## src/rtl/input_conditioner.sv

```systemverilog
// Multi-channel input front end: per-channel synchronizer chain, counter debouncer,
// and registered single-cycle rise/fall strobes on each accepted level change.
module input_conditioner #(
    parameter int CHANNELS        = 4,
    parameter int SYNC_STAGES     = 3,
    parameter int DEBOUNCE_CYCLES = 8
) (
    input  logic                clk,
    input  logic                rst,
    input  logic                tick,
    input  logic [CHANNELS-1:0] din,
    output logic [CHANNELS-1:0] level,
    output logic [CHANNELS-1:0] rise,
    output logic [CHANNELS-1:0] fall
);

    localparam int              CNT_W   = $clog2(DEBOUNCE_CYCLES + 1);
    localparam logic [CNT_W-1:0] CNT_MAX = CNT_W'(DEBOUNCE_CYCLES - 1);

    logic [CHANNELS-1:0] sync_p0 [SYNC_STAGES];
    logic [CHANNELS-1:0] s;
    logic [CNT_W-1:0]    cnt [CHANNELS];

    // Stage: synchronizer chain, all channels side by side
    always_ff @(posedge clk) begin
        if (!rst) begin
            for (int k = 0; k < SYNC_STAGES; k++) begin
                sync_p0[k] <= '0;
            end
        end else begin
            sync_p0[0] <= din;
            for (int k = 1; k < SYNC_STAGES; k++) begin
                sync_p0[k] <= sync_p0[k-1];
            end
        end
    end

    assign s = sync_p0[SYNC_STAGES-1];

    // Stage: debounce counter, accepted level and strobes
    always_ff @(posedge clk) begin
        if (!rst) begin
            level <= '0;
            rise  <= '0;
            fall  <= '0;
            for (int i = 0; i < CHANNELS; i++) begin
                cnt[i] <= '0;
            end
        end else begin
            rise <= '0;
            fall <= '0;
            for (int i = 0; i < CHANNELS; i++) begin
                if (s[i] == level[i]) begin
                    cnt[i] <= '0;
                end else if (tick) begin
                    if (cnt[i] == CNT_MAX) begin
                        // Mismatch persisted for the full window: accept it
                        level[i] <= s[i];
                        rise[i]  <= s[i];
                        fall[i]  <= ~s[i];
                        cnt[i]   <= '0;
                    end else begin
                        cnt[i] <= cnt[i] + 1'b1;
                    end
                end
            end
        end
    end

endmodule

```

## config.mk

```make
export PLATFORM = sky130hd
export DESIGN_NAME = input_conditioner
export DESIGN_NICKNAME = d
export VERILOG_FILES = /design/src/rtl/input_conditioner.sv
export SDC_FILE = /design/constraint.sdc
export NUM_CORES = 1
export LEC_CHECK = 0
export ABC_AREA = 1
export CELL_PAD_IN_SITES_DETAIL_PLACEMENT = 1
export CELL_PAD_IN_SITES_GLOBAL_PLACEMENT = 2
export CORE_AREA = 2 2 74 76
export DETAILED_ROUTE_END_ITERATION = 16
export DIE_AREA = 0 0 76 78
export MAX_ROUTING_LAYER = met4
export PLACE_DENSITY = 0.87
export SYNTH_ARGS = -nofsm -noshare
export SYNTH_HDL_FRONTEND = slang
export SYNTH_SLANG_ARGS = --single-unit
```

## constraint.sdc

```tcl
create_clock -name clk -period 1.5 [get_ports clk]
set_clock_uncertainty 0.15 [all_clocks]
set_input_delay 0.15 -clock clk [delete_from_list [all_inputs] [get_ports clk]]
set_output_delay 0.15 -clock clk [all_outputs]
set_load 0.02 [all_outputs]
```

==> results.md <==
* Outcome: finished, final reports clean
* Arr. time, crit path at 1.38 ns
* Fin crit period at 1.39 ns
* Top Layer Used: met4
* Ports at 19
* Hold Worst Slack at 0.245 ns
* Placed Cells at 283
* Layout cells sized above 1 at 10.4%
* HP Class: input port to flop
* Logic pwr share at just over 4%
* Clock Path Buffers at 2
* Commonest non-fill, non-tap cells in the layout: nand2_1 (46), inv_1 (37), nor2_1 (29)
* Leak pwr at about 1.1 nW
* CTS Buf Count at 5
* Maximum capacitance violations at 0
* Yosys reg bits at 40
* I/O Buffers at 18
* Slew HR at 85.1%
* DR vias at 1207
* Register area share after synthesis at 56.3%
* Fin crit share at approximately 90%
* Initial core utilization at around a third
* Htree depth at 2
* Syn Inst Count at 191
* CP Launch Type: flop
* Share of power burned in registers at 59.2%
* Die ar. at 0.00593 mm^2
* Vias per std cell at between 4 and 5
* P_sw at 0.390 mW
* First-pass GRT wire length at just under 5000 um
* Post-synthesis compound-gate area fraction at less than 1%
* DP Wirelength at ~2400 um
* Wire per inst at 10.1 um
* Syn Nets at 202
* Slew Limit Fails at 0
* Met1 wire length at 1390 um
* Sw Ratio at 20.0%
* Post-synthesis mux area share at 0%
* RSZ-0062 raised after global routing: false
* Synth Warn # at 0
* Post-layout nets at 232
* Post-Layout Cell Count at 292
* Netlist cell types at 20
* Post-DRT Antenna Nets at 0
* Reg2reg path depth at 6
* Worst-Skew Late Latency at about 0.28 ns
* Die Height at ~80 um
* Synth Cell Area at 0.00171 mm^2
* Crit Path Max Fanout at 4
* 1st-iter DRT viols at 52
* Final hold violations at 0
* Core ar. at 0.00504 mm^2
* Largest family of logic cells by synthesized area: simple AND/OR/NAND/NOR gates
* Ant. Diodes at 0
* Final wirelength at 2950 um
* Vias in the first global route at around 1200
* Drt pass-1 iters at 4
* Post-synthesis xor/xnor area fraction at under 10%
* Share of the synthesized area in the top cell type at 28.2%
* PD cells at around 930 mW/mm^2
* Simple-Gate Fraction of Synth Area at between 20% and 30%
* Largest net degree at the start of global routing at 12
* Routed wl met2 at 1410 um
* Largest cells by area after synthesis: dfxtp_1 (28%), edfxtp_1 (28%), nand2_1 (10%)
* VDD IR max at 424 uV
* Mapped Avg Cell Area at 8.94 um^2
* Clk Tree Root Cell: clkbuf_8
* CP Capture Type: flop
* DIE WIDTH at roughly 76 um
* Worst Max-Slew Pin Slew at 0.224 ns
* GPL Wtd Cong at 0.727
* Int Power at about 1.6 mW
* Worst-path clk slew at 0.07 ns
* Yosys top cell by area: dfxtp_1
* Adder-Cell Fraction of Synth Area at 2.93%
* Standard-cell rows at 26
* Post-route DRC violation count at 0
* Clock Power Share at 36.7%
* Cell depth of the worst hold path at 3
* Grt ovf at 0
* Initial antenna violation count at 0
* CTS sink cnt at 40
* CP Class: flop to flop
* Most common cell after layout, fill and taps aside: nand2_1
* Maximum clock rate at 720 MHz
* Layout area overhead at 22.8%
* Gr usage total at 11.0%
* Met3 routed WL at 116 um
* Final setup viols at 0
* Critical Path RT at about 1.5 ns
* CTS tree: built
[cells by family after synthesis]
group / after synthesis
compound gates: 1
xor+xnor: 8
fa+ha+maj: 4
buf+inv: 40
flops: 40
simple gates: 98
[worst max-delay path: stages, from the launching register on]
cell      delay (ns)
edfxtp_1        0.42
ha_1            0.24
nand2_1         0.08
nor2_2          0.05
nor2_1          0.11
nand2_2         0.09
nor2_1          0.10
[flip-flops by register name, summed over array words and instances (netlist names)]
register / cells
fall: 4
cnt: 16
sync_p0: 12
rise: 4
level: 4
[per-layer routing]
metal  track usage [%]  vias up
met1              12.1      545
met3              3.49        4
met2              18.6       17
li1                  -      641
met4              4.36        0
met5                 -        -
[final timing paths]
path	to	startpoint	slack (ns)
min reg2reg	sync_p0[0][4]$_SDFF_PN0_	sync_p0[0][0]$_SDFF_PN0_	0.27
max reg2reg	cnt[2][0]$_SDFFCE_PN0P_	cnt[2][0]$_SDFFCE_PN0P_	0.11
max	cnt[2][0]$_SDFFCE_PN0P_	cnt[2][0]$_SDFFCE_PN0P_	0.11
min	sync_p0[0][2]$_SDFF_PN0_	din[2]	0.25
[metrics by stage]
step                TNS [ns]  area (um^2)  total power [mW]  util [%]  setup slack [ns]
floorplan                  0         1710              1.22         -             0.215
CTS                        0         2080              1.98      41.2           0.00343
global placement     -0.0454         2000              1.25      39.6           -0.0100
finish                     0         2100              1.94      41.6             0.111
detailed placement   -0.0983         2000              1.26      39.6           -0.0208
global route               0         2100              2.03      41.6           0.00279
[Yosys cell counts]
| master | number |
|---|---|
| ha_1 | 4 |
| nor2_2 | 3 |
| nand2_1 | 46 |
| nand4_1 | 2 |
| nand3_1 | 11 |
| inv_1 | 37 |
| nand3b_4 | 1 |
| nor2_1 | 29 |
| dfxtp_1 | 24 |
| xnor2_1 | 4 |
| nand4_2 | 1 |
| nor3_1 | 2 |
| o21bai_1 | 1 |
| xor2_1 | 4 |
| nand4_4 | 1 |
| nand2_2 | 1 |
| edfxtp_1 | 16 |
| buf_4 | 1 |
| buf_6 | 2 |
| nor2_4 | 1 |
[repair_timing]
item / in CTS / in global routing
buffers inserted: 0 / 1
resized for setup: 9 / 4
cloned: 0 / 0
hold endpoints to repair: 0 / 0
setup endpoints to repair: 9 / 8
hold buffers: 0 / 0
[area by class of cell]
type	count	area [um^2]
Timing Repair Buffer	26	236
Tap cell	70	87.6
Fill cell	612	2950
Multi-Input combinational cell	111	582
Inverter	37	139
Sequential cell	40	961
Clock buffer	8	90.1
[power groups by stage]
stage / clock [mW] / sequential [mW] / combinational, mW
after floorplan: 0 / 1.17 / 0.0480
after global placement: 0 / 1.17 / 0.0777
after detailed placement: 0 / 1.18 / 0.0805
after CTS: 0.750 / 1.15 / 0.0808
after global routing: 0.789 / 1.15 / 0.0906
final: 0.713 / 1.15 / 0.0799
No activity file was read; power rests on OpenSTA's default activity.
